$ cat config.mk
export PLATFORM = sky130hd
export DESIGN_NAME = riscv_rf_wb_queue_flat
export DESIGN_NICKNAME = d
export VERILOG_FILES = /design/src/rtl/riscv_rf_wb_queue_pkg.sv /design/src/rtl/riscv_rf_wb_queue_if.sv /design/src/rtl/riscv_rf_wb_queue_fifo.sv /design/src/rtl/riscv_rf_wb_queue.sv /design/src/flat_wrapper.sv
export SDC_FILE = /design/constraint.sdc
export NUM_CORES = 1
export LEC_CHECK = 0
export CAP_MARGIN = 10
export CORE_MARGIN = 8
export CORE_UTILIZATION = 30
export CTS_BUF_LIST = sky130_fd_sc_hd__clkbuf_16
export CTS_CLUSTER_DIAMETER = 120
export CTS_CLUSTER_SIZE = 16
export DETAILED_ROUTE_END_ITERATION = 8
export PLACE_DENSITY = 0.59
export SLEW_MARGIN = 20
export SYNTH_ARGS = -nofsm -noshare
export SYNTH_HDL_FRONTEND = slang
export SYNTH_HIERARCHICAL = 1
export SYNTH_SLANG_ARGS = --single-unit
$ cat constraint.sdc
create_clock -name clk -period 6.8 [get_ports clk]
set_clock_uncertainty 0.2 [all_clocks]
set_input_delay 1.02 -clock clk [delete_from_list [all_inputs] [get_ports clk]]
set_output_delay 1.02 -clock clk [all_outputs]
set_load 0.005 [all_outputs]
$ cat src/rtl/riscv_rf_wb_queue_pkg.sv
// Shared widths, the queued writeback entry type and the entry match helper
// used by the writeback queue and its FIFO.
package riscv_rf_wb_queue_pkg;

  localparam int THREAD_ADDR_WIDTH = 2;
  localparam int ADDR_WIDTH        = 5;
  localparam int DATA_WIDTH        = 32;
  localparam int WB_Q_DEPTH        = 4;

  typedef struct packed {
    logic [THREAD_ADDR_WIDTH-1:0] hart;
    logic [ADDR_WIDTH-1:0]        addr;
    logic [DATA_WIDTH-1:0]        data;
  } wb_entry_t;

  // True when an entry targets the given thread and register.
  function automatic logic entry_match(input wb_entry_t e,
                                       input logic [THREAD_ADDR_WIDTH-1:0] hart,
                                       input logic [ADDR_WIDTH-1:0] addr);
    return (e.hart == hart) && (e.addr == addr);
  endfunction

endpackage

$ cat src/rtl/riscv_rf_wb_queue_if.sv
// Late-result source handshakes and register-file write port A, bundled
// between the producers/RF (master side) and the writeback queue (slave side).
interface riscv_rf_wb_queue_if;
  import riscv_rf_wb_queue_pkg::*;

  logic                         src0_valid_i;
  logic                         src0_ready_o;
  logic [THREAD_ADDR_WIDTH-1:0] src0_hart_i;
  logic [ADDR_WIDTH-1:0]        src0_addr_i;
  logic [DATA_WIDTH-1:0]        src0_data_i;

  logic                         src1_valid_i;
  logic                         src1_ready_o;
  logic [THREAD_ADDR_WIDTH-1:0] src1_hart_i;
  logic [ADDR_WIDTH-1:0]        src1_addr_i;
  logic [DATA_WIDTH-1:0]        src1_data_i;

  logic                         port_a_block_i;
  logic                         we_a_o;
  logic [ADDR_WIDTH-1:0]        waddr_a_o;
  logic [DATA_WIDTH-1:0]        wdata_a_o;
  logic [THREAD_ADDR_WIDTH-1:0] hart_id_wb_o;

  modport slave (
    input  src0_valid_i, src0_hart_i, src0_addr_i, src0_data_i,
    input  src1_valid_i, src1_hart_i, src1_addr_i, src1_data_i,
    input  port_a_block_i,
    output src0_ready_o, src1_ready_o,
    output we_a_o, waddr_a_o, wdata_a_o, hart_id_wb_o
  );

  modport master (
    output src0_valid_i, src0_hart_i, src0_addr_i, src0_data_i,
    output src1_valid_i, src1_hart_i, src1_addr_i, src1_data_i,
    output port_a_block_i,
    input  src0_ready_o, src1_ready_o,
    input  we_a_o, waddr_a_o, wdata_a_o, hart_id_wb_o
  );

endinterface

$ cat src/rtl/riscv_rf_wb_queue_fifo.sv
// Synchronous FIFO of writeback entries; exposes head, head+1 and every slot
// with a valid mask so the owner can search all queued destinations at once.
module riscv_rf_wb_queue_fifo
  import riscv_rf_wb_queue_pkg::*;
#(
  parameter  int DEPTH = WB_Q_DEPTH,
  localparam int PTR_W = $clog2(DEPTH),
  localparam int CNT_W = $clog2(DEPTH + 1)
) (
  input  logic             clk,
  input  logic             rst,
  input  logic             i_push,
  input  wb_entry_t        i_data,
  input  logic             i_pop,
  output wb_entry_t        o_head,
  output wb_entry_t        o_next,
  output logic             o_full,
  output logic             o_empty,
  output logic [CNT_W-1:0] o_count,
  output wb_entry_t        o_entries [DEPTH],
  output logic [DEPTH-1:0] o_valid
);

  wb_entry_t        r_mem [DEPTH];
  logic [PTR_W-1:0] r_wr_ptr;
  logic [PTR_W-1:0] r_rd_ptr;
  logic [CNT_W-1:0] r_count;
  logic [PTR_W-1:0] w_rd_next;

  // NOTE: sequential state uses non-blocking assignments so every register
  // samples pre-edge values regardless of statement order.
  always_ff @(posedge clk) begin
    if (rst) begin
      r_wr_ptr <= '0;
      r_rd_ptr <= '0;
      r_count  <= '0;
    end else begin
      if (i_push) r_wr_ptr <= r_wr_ptr + 1'b1;
      if (i_pop)  r_rd_ptr <= r_rd_ptr + 1'b1;
      case ({i_push, i_pop})
        2'b10:   r_count <= r_count + 1'b1;
        2'b01:   r_count <= r_count - 1'b1;
        default: r_count <= r_count;
      endcase
    end
  end

  // NOTE: storage is not reset; slots are only observed through the valid mask.
  always_ff @(posedge clk) begin
    if (i_push) r_mem[r_wr_ptr] <= i_data;
  end

  assign w_rd_next = r_rd_ptr + 1'b1;
  assign o_head    = r_mem[r_rd_ptr];
  assign o_next    = r_mem[w_rd_next];
  assign o_full    = (r_count == CNT_W'(DEPTH));
  assign o_empty   = (r_count == '0);
  assign o_count   = r_count;
  assign o_entries = r_mem;

  // A slot is live when its distance from the read pointer is below the count.
  for (genvar g = 0; g < DEPTH; g++) begin : g_valid
    logic [PTR_W-1:0] w_off;
    assign w_off      = PTR_W'(g) - r_rd_ptr;
    assign o_valid[g] = (CNT_W'(w_off) < r_count);
  end

endmodule

$ cat src/rtl/riscv_rf_wb_queue.sv
// Writeback queue driving RF port A: arbitrates LSU and mult/div results, drops
// x0 writes, drains one entry per cycle and reports pending rd hits to ID.
module riscv_rf_wb_queue
  import riscv_rf_wb_queue_pkg::*;
#(
  parameter  int DEPTH = WB_Q_DEPTH,
  localparam int CNT_W = $clog2(DEPTH + 1)
) (
  input  logic                         clk,
  input  logic                         rst,
  riscv_rf_wb_queue_if.slave           wb_if,
  input  logic [THREAD_ADDR_WIDTH-1:0] q_hart_i,
  input  logic [3*ADDR_WIDTH-1:0]      q_addr_i,
  output logic [2:0]                   pending_o,
  output logic [CNT_W-1:0]             count_o
);

  logic             w_full;
  logic             w_empty;
  logic [CNT_W-1:0] w_count;
  wb_entry_t        w_head;
  wb_entry_t        w_next;
  wb_entry_t        w_entries [DEPTH];
  logic [DEPTH-1:0] w_valid;

  logic             w_acc0;
  logic             w_acc1;
  wb_entry_t        w_in;
  logic             w_push;
  logic             w_fire;

  logic             r_we;
  wb_entry_t        r_out;

  assign wb_if.src0_ready_o = !w_full;
  assign wb_if.src1_ready_o = !w_full && !wb_if.src0_valid_i;
  assign w_acc0 = wb_if.src0_valid_i && wb_if.src0_ready_o;
  assign w_acc1 = wb_if.src1_valid_i && wb_if.src1_ready_o;

  // NOTE: every always_comb output gets a default first so no latch is inferred.
  always_comb begin
    w_in = '{hart: wb_if.src1_hart_i, addr: wb_if.src1_addr_i, data: wb_if.src1_data_i};
    if (w_acc0) begin
      w_in = '{hart: wb_if.src0_hart_i, addr: wb_if.src0_addr_i, data: wb_if.src0_data_i};
    end
  end

  // x0 results complete the handshake but never occupy a slot.
  assign w_push = (w_acc0 || w_acc1) && (w_in.addr != '0);
  assign w_fire = r_we && !wb_if.port_a_block_i && !rst;

  riscv_rf_wb_queue_fifo #(.DEPTH(DEPTH)) u_fifo (
    .clk       (clk),
    .rst       (rst),
    .i_push    (w_push),
    .i_data    (w_in),
    .i_pop     (w_fire),
    .o_head    (w_head),
    .o_next    (w_next),
    .o_full    (w_full),
    .o_empty   (w_empty),
    .o_count   (w_count),
    .o_entries (w_entries),
    .o_valid   (w_valid)
  );

  // The output register mirrors the head; the head is popped only when its
  // write actually happens, and the successor is staged in the same edge.
  always_ff @(posedge clk) begin
    if (rst) begin
      r_we  <= 1'b0;
      r_out <= '0;
    end else if (w_fire) begin
      if (w_count >= CNT_W'(2)) begin
        r_we  <= 1'b1;
        r_out <= w_next;
      end else begin
        r_we  <= 1'b0;
      end
    end else if (!r_we && !w_empty && !wb_if.port_a_block_i) begin
      r_we  <= 1'b1;
      r_out <= w_head;
    end
  end

  assign wb_if.we_a_o       = w_fire;
  assign wb_if.waddr_a_o    = r_out.addr;
  assign wb_if.wdata_a_o    = r_out.data;
  assign wb_if.hart_id_wb_o = r_out.hart;
  assign count_o            = w_count;

  for (genvar k = 0; k < 3; k++) begin : g_pend
    logic [ADDR_WIDTH-1:0] w_qa;
    logic [DEPTH-1:0]      w_ent_hit;
    assign w_qa = q_addr_i[k*ADDR_WIDTH +: ADDR_WIDTH];
    for (genvar e = 0; e < DEPTH; e++) begin : g_ent
      assign w_ent_hit[e] = w_valid[e] && entry_match(w_entries[e], q_hart_i, w_qa);
    end
    assign pending_o[k] = (w_qa != '0) &&
                          ((|w_ent_hit) ||
                           (r_we && entry_match(r_out, q_hart_i, w_qa)) ||
                           (w_push && entry_match(w_in, q_hart_i, w_qa)));
  end

endmodule
$ cat src/flat_wrapper.sv
// flat-port wrapper written by rule: the top's interface ports become plain ports
module riscv_rf_wb_queue_flat import riscv_rf_wb_queue_pkg::*;
#(
  parameter  int DEPTH = WB_Q_DEPTH,
  localparam int CNT_W = $clog2(DEPTH + 1)
)
  (clk, rst, q_hart_i, q_addr_i, pending_o, count_o, wb_if_src0_valid_i, wb_if_src0_hart_i, wb_if_src0_addr_i, wb_if_src0_data_i, wb_if_src1_valid_i, wb_if_src1_hart_i, wb_if_src1_addr_i, wb_if_src1_data_i, wb_if_port_a_block_i, wb_if_src0_ready_o, wb_if_src1_ready_o, wb_if_we_a_o, wb_if_waddr_a_o, wb_if_wdata_a_o, wb_if_hart_id_wb_o);
  riscv_rf_wb_queue_if wb_if_i ();
  input  logic clk;
  input  logic rst;
  input  logic [THREAD_ADDR_WIDTH-1:0] q_hart_i;
  input  logic [3*ADDR_WIDTH-1:0] q_addr_i;
  output logic [2:0] pending_o;
  output logic [CNT_W-1:0] count_o;
  input wire logic [$bits(wb_if_i.src0_valid_i)-1:0] wb_if_src0_valid_i;
  input wire logic [$bits(wb_if_i.src0_hart_i)-1:0] wb_if_src0_hart_i;
  input wire logic [$bits(wb_if_i.src0_addr_i)-1:0] wb_if_src0_addr_i;
  input wire logic [$bits(wb_if_i.src0_data_i)-1:0] wb_if_src0_data_i;
  input wire logic [$bits(wb_if_i.src1_valid_i)-1:0] wb_if_src1_valid_i;
  input wire logic [$bits(wb_if_i.src1_hart_i)-1:0] wb_if_src1_hart_i;
  input wire logic [$bits(wb_if_i.src1_addr_i)-1:0] wb_if_src1_addr_i;
  input wire logic [$bits(wb_if_i.src1_data_i)-1:0] wb_if_src1_data_i;
  input wire logic [$bits(wb_if_i.port_a_block_i)-1:0] wb_if_port_a_block_i;
  output wire logic [$bits(wb_if_i.src0_ready_o)-1:0] wb_if_src0_ready_o;
  output wire logic [$bits(wb_if_i.src1_ready_o)-1:0] wb_if_src1_ready_o;
  output wire logic [$bits(wb_if_i.we_a_o)-1:0] wb_if_we_a_o;
  output wire logic [$bits(wb_if_i.waddr_a_o)-1:0] wb_if_waddr_a_o;
  output wire logic [$bits(wb_if_i.wdata_a_o)-1:0] wb_if_wdata_a_o;
  output wire logic [$bits(wb_if_i.hart_id_wb_o)-1:0] wb_if_hart_id_wb_o;
  assign wb_if_i.src0_valid_i = wb_if_src0_valid_i;
  assign wb_if_i.src0_hart_i = wb_if_src0_hart_i;
  assign wb_if_i.src0_addr_i = wb_if_src0_addr_i;
  assign wb_if_i.src0_data_i = wb_if_src0_data_i;
  assign wb_if_i.src1_valid_i = wb_if_src1_valid_i;
  assign wb_if_i.src1_hart_i = wb_if_src1_hart_i;
  assign wb_if_i.src1_addr_i = wb_if_src1_addr_i;
  assign wb_if_i.src1_data_i = wb_if_src1_data_i;
  assign wb_if_i.port_a_block_i = wb_if_port_a_block_i;
  assign wb_if_src0_ready_o = wb_if_i.src0_ready_o;
  assign wb_if_src1_ready_o = wb_if_i.src1_ready_o;
  assign wb_if_we_a_o = wb_if_i.we_a_o;
  assign wb_if_waddr_a_o = wb_if_i.waddr_a_o;
  assign wb_if_wdata_a_o = wb_if_i.wdata_a_o;
  assign wb_if_hart_id_wb_o = wb_if_i.hart_id_wb_o;
  riscv_rf_wb_queue #(.DEPTH(DEPTH)) u_core (.clk(clk), .rst(rst), .wb_if(wb_if_i), .q_hart_i(q_hart_i), .q_addr_i(q_addr_i), .pending_o(pending_o), .count_o(count_o));
endmodule
* After elaboration in Yosys (flattened, before gate mapping)
Index checks and enable logic that the tools add are counted.
Cells by class: magnitude comparators 9, bitwise gates (word level) 3, equal/unequal tests 28, reductions and logical operators 72, $add $sub $neg 8, muxes and demuxes 17
Operator list (count):
- $mux W39 | 9
- $bmux W39 S2 | 2
- $bwmux W156 | 1
- $eq A5 B5 Y1 | 18
- $demux W39 S2 | 1
- $logic_and A1 B1 Y1 | 48
- $reduce_bool A5 Y1 | 4
- $eq A2 B2 Y1 | 6
- $lt A2 B3 Y1 | 4
- $reduce_or A4 Y1 | 3
- $ge A3 B3 Y1 const B | 3
- $not A2 Y3 | 3
- $logic_or A1 B1 Y1 | 7
- $logic_not A1 Y1 | 6
- $pmux W3 S2 | 1
- $add A2 B1 Y2 const B | 2
- $reduce_bool A2 Y1 | 2
- $sub A1 B2 Y2 const A | 2
- $sub A2 B2 Y2 const A | 2
- $add A3 B1 Y3 const B | 1
- $eq A3 B3 Y1 const B | 1
- $ge A3 B2 Y1 const B | 1
- $logic_not A3 Y1 | 1
- $lt A3 B1 Y1 const B | 1
- other kinds (6) | 8
Storage, ports and cells: output and inout port bits 48, word-level logic and storage cells 156, input port bits 100, register bits 203

* Longest topological paths before layout
word-level depth 9, depth in mapped cells 13, depth with buffers taken out 12

* Modules after synthesis
The synthesis kept the hierarchy.
By module, submodules not included:
- riscv_rf_wb_queue_fifo | sequential area each 4824.6 µm², area each 7185.6 µm², cells an instance 312, instances 1
- riscv_rf_wb_queue | sequential area each 800.8 µm², area each 3602.2 µm², cells an instance 414, instances 1

* Worst setup path before layout
Ideal clock, no wire load.
kind register -> output, start register u_core.u_fifo.r_rd_ptr[1], end output port pending_o[1], path slack 3368 ps, cell stages (with the launch flop) 14, data arrival time 2212 ps, required time 5580 ps, buffers on the path 3, cell sequence dfxtp_1 buf_6 buf_4 buf_6 xnor2_1 inv_1 ha_1 a21oi_1 or2_2 and3_1 nand4_1 o41ai_1 nor4_1 a21oi_1
Between the ends: cells in the longest elaborated chain, start to end 7, elaborated cells between the ends (all ways) 16, classes of those cells add/sub: 4; order compare: 4; reduce/logical: 8
Ends and longest elaborated chain:
- start, declared | RTL line riscv_rf_wb_queue_fifo.sv:26 | logic [PTR_W-1:0] r_rd_ptr;
- start signal, assigned | RTL line riscv_rf_wb_queue_fifo.sv:39 | if (i_pop) r_rd_ptr <= r_rd_ptr + 1'b1;
- $sub A1 B2 Y2 | RTL line riscv_rf_wb_queue_fifo.sv:64 | assign w_off = PTR_W'(g) - r_rd_ptr;
- $lt A2 B3 Y1 | RTL line riscv_rf_wb_queue_fifo.sv:65 | assign o_valid[g] = (CNT_W'(w_off) < r_count);
- named net u_core.w_valid[0] | RTL line riscv_rf_wb_queue.sv:24 | logic [DEPTH-1:0] w_valid;
- $logic_and A1 B1 Y1 | RTL line riscv_rf_wb_queue.sv:97 | assign w_ent_hit[e] = w_valid[e] && entry_match(w_entries[e], q_hart_i, w_qa);
- $reduce_or A4 Y1 | RTL line riscv_rf_wb_queue.sv:100 | ((|w_ent_hit) ||
- $logic_or A1 B1 Y1 | RTL line riscv_rf_wb_queue.sv:100
- $logic_or A1 B1 Y1 | RTL line riscv_rf_wb_queue.sv:101 | (r_we && entry_match(r_out, q_hart_i, w_qa)) ||
- $logic_and A1 B1 Y1 | RTL line riscv_rf_wb_queue.sv:99 | assign pending_o[k] = (w_qa != '0) &&
- end, declared | RTL line flat_wrapper.sv:13 | output logic [2:0] pending_o;
The timed path passes the listed nets, and every way through them passes these cells.

* Worst setup path after layout
start input port wb_if_src0_valid_i, end output port pending_o[1]
Between the ends: cells in the longest elaborated chain, start to end 8, elaborated cells between the ends (all ways) 14, classes of those cells eq/ne: 2; mux: 1; reduce/logical: 11
Ends and longest elaborated chain:
- start, declared | RTL line flat_wrapper.sv:15 | input wire logic [$bits(wb_if_i.src0_valid_i)-1:0] wb_if_src0_valid_i;
- branches (longest 5 deep; another with $mux W39)
- $logic_and A1 B1 Y1 (*) | RTL line riscv_rf_wb_queue.sv:102 | (w_push && entry_match(w_in, q_hart_i, w_qa)));
- $logic_or A1 B1 Y1 (*) | RTL line riscv_rf_wb_queue.sv:101
- $logic_and A1 B1 Y1 (*) | RTL line riscv_rf_wb_queue.sv:99
Every way passes the cells marked *.

==> results.md <==
* Worst-case reg-to-reg path depth at 6
* RR Endpoint: u_core/u_fifo/o_entries[72]
* Gate count of the mapped netlist at 726
* Inserted Diodes at 0
* Wirelength, routed at 26800 µm
* Final GP Congestion at 0.845
* Die height at 206 µm
* Gr usage total at 12.3%
* Buffers and inverters on the worst path at 3
* Via/cell ratio at 4.97
* # DRC at 0
* Post-synth top cells: edfxtp_1, mux4_2, xnor2_1
* Post-route design area at 0.0130 mm²
* Synth Flop Type: edfxtp_1
* CTS tree: yes
* Yosys top cell by area: edfxtp_1
* CP required at 5.58 ns
* Layout cells sized above 1 at 18.1%
* Grt ovf at 0
* Register area share after synthesis at 52.1%
* Area delta synth->final at 20.6%
* Critical R2R Launch: u_core/u_fifo/o_count[1]
* DPL Wire Length at 18300 µm
* Hold Fails Final Rpt at 0
* Clock Sinks at 203
* Post-CTS Hold Buffers at 0
* Drt pass-1 iters at 6
* Hold depth at 2
* CP top delay family: buffers and inverters
* Ys Warns at 6
* Crit path cell chain: clkdlybuf4s50_1, nand2b_2, buf_4, mux2i_1, xor2_1, nand4_1, a21oi_1, clkdlybuf4s50_1
* Min-delay src: u_core/wb_if.wdata_a_o[18]
* Most numerous cell in the Yosys netlist: edfxtp_1
* Worst-skew pair later-pin latency at 0.48 ns
* Clock Pin Slew Worst Setup and Hold Paths at 0.07 ns
* Reg2reg setup slack at 3.77 ns
* Total negative setup slack at 0 ns
* Core Box Area at 0.0355 mm²
* Starting Density at 30.4%
* Top-area cell type share of the netlist area at 43.4%
* Max Cap Viol at 0
* Largest net degree at the start of global routing at 53
* DP Area at 0.0125 mm²
* Final Slew Violations at 0
* Cell area power density at 252 mW/mm²
* DRT antenna net count at 0
* Die width at 206 µm
* Num CTS Buffers at 16
* Detailed Route Iter0 Violations at 347
* Max FO, Critical Path at 21
* Leakage at 4.05 nW
* CP startpoint kind: input pin
* Net count after synthesis at 836
* Crit path kind: input pin to output port
* Async set-reset flop share out of synthesis at 0%
* Min Clock Period, post-route at 5.23 ns
* Cell repeated most along the worst path: clkdlybuf4s50_1
* Port Buffers at 147
* Worst Hold Endpoint: u_core/wb_if.wdata_a_o[18]
* EDFF count, synth at 156
* Cell area after synthesis at 0.0108 mm²
* RSZ-0062 raised after global routing: no
* Io pins at 148
* Worst IR Drop VDD at 0.000167 V
* Die Area at 0.0423 mm²
* Root buf cell: clkbuf_16
* Hold_ws at 0.298 ns
* Synth Register Bits at 203
* Post-CTS Setup Bufs at 0
* Worst slew margin at 40.9%
* Worst-Margin Slew at 0.886 ns
* H-tree depth at 1
* CP Data Arrival Time at 4.01 ns
* Fmax at 191 MHz
* Vias at 6543
* HP Class: flip-flop to flip-flop
* Max stage delay on crit path at 0.55 ns
* Max clock buf depth at 3
* Final setup fails at 0
* Status: completed
* FP Rows at 69
* Nets at 956
* Number of global-route vias before repair at 6852
* Initial antenna violation count at 0
* Count of cell types in the netlist at 41
* Period Utilization, post-route at 77.0%
* Routed len/inst at 20.3 µm
* CP max stage cell: mux2i_1
* First-pass GRT wire length at 40500 µm
* Top post-synthesis cells by area: edfxtp_1, mux4_2, dfxtp_1
* Setup crit end kind: output port
* Syn Area/Cell at 14.9 µm²
* CTS resizes at 0
-- worst max-delay path by stage --
stage / startpoint / endpoint / slack, ns / depth (start not counted)
global placement: wb_if_src0_valid_i / pending_o[1] / 1.57 / 8
detailed placement: wb_if_src0_valid_i / pending_o[1] / 1.50 / 8
global route: wb_if_src0_valid_i / pending_o[1] / 1.35 / 8
CTS: wb_if_src0_valid_i / pending_o[1] / 1.49 / 8
floorplan: u_core/u_fifo/r_rd_ptr[1] / pending_o[1] / 3.37 / 13
finish: wb_if_src0_valid_i / pending_o[1] / 1.57 / 8
-- logic make-up (layout without fill, tap and decap cells) --
kind of cell               Yosys count  count (layout)  share of synthesized area [%]
AOI/OAI and AO/OA                   58              58                           3.82
adders and majority gates           10              10                           1.23
and+or+nand+nor                    119             119                           5.36
DFF                                203             203                           52.1
xor gates and xnor gates           108             108                           8.77
buffers and inverters               71             201                           4.26
muxes                              157             157                           24.4
-- worst register-to-register path: cells and delay by family, from the launching register on --
| kind | cells | cell delay [ns] |
|---|---|---|
| buffers and inverters | 3 | 0.87 |
| and+or+nand+nor | 2 | 0.74 |
| muxes | 1 | 0.57 |
| DFF | 1 | 0.36 |
-- layer usage --
layer / wire, µm / track usage (%)
met3: 1300 / 2.33
met4: 342 / 2.48
met5: 0 / 0
met2: 13200 / 21.5
met1: 12000 / 15.8
-- report_power, final --
| part | switching, W | leakage, nW | internal (W) |
|---|---|---|---|
| combinational | 0.000359 | 1.95 | 0.000393 |
| clock | 0.000432 | 0.263 | 0.000452 |
| sequential | 0.000114 | 1.83 | 0.00153 |
| total | 0.000905 | 4.05 | 0.00237 |
-- layout by cell type, fill, tap and decap left out, drive strengths merged, types with 3 or more instances in the layout --
master,instances
a211oi,39
a21oi,11
and2,4
and3,3
buf,12
clkbuf,17
clkdlybuf4s50,146
dfxtp,47
edfxtp,156
ha,9
inv,25
mux2,34
mux2i,45
mux4,78
nand2,3
nand3,12
nand4,9
nor2,55
nor3,12
nor4,9
o41ai,4
or2,3
or4,3
xnor2,64
xor2,44
-- metrics by stage --
step / util, % / setup slack (ns) / power [W] / instances
after global placement: 35.3 / 1.57 / 0.00242 / 1289
after CTS: 36.7 / 1.49 / 0.00334 / 1317
after floorplan: - / 3.37 / 0.00210 / 726
final: 36.7 / 1.57 / 0.00328 / 1317
after detailed placement: 35.3 / 1.50 / 0.00244 / 1289
after global routing: 36.7 / 1.35 / 0.00346 / 1317
-- layout make-up --
cell class / instances / area, µm²
clock buffer: 17 / 425
inverter: 15 / 56.3
multi-input combinational: 452 / 4720
timing repair buffer: 158 / 1550
sequential: 203 / 5630
tap: 461 / 577
clock inverter: 11 / 45.0
fill: 3389 / 22500
-- flip-flops by register name (all words and copies together) (netlist names) --
name and count:
u_core/r_we 1, u_core/u_fifo/o_count 3, u_core/u_fifo/o_entries 156, u_core/u_fifo/r_rd_ptr 2, u_core/u_fifo/r_wr_ptr 2, u_core/wb_if.hart_id_wb_o 2, u_core/wb_if.waddr_a_o 5, u_core/wb_if.wdata_a_o 32
Power figures use the tool's default switching activity.
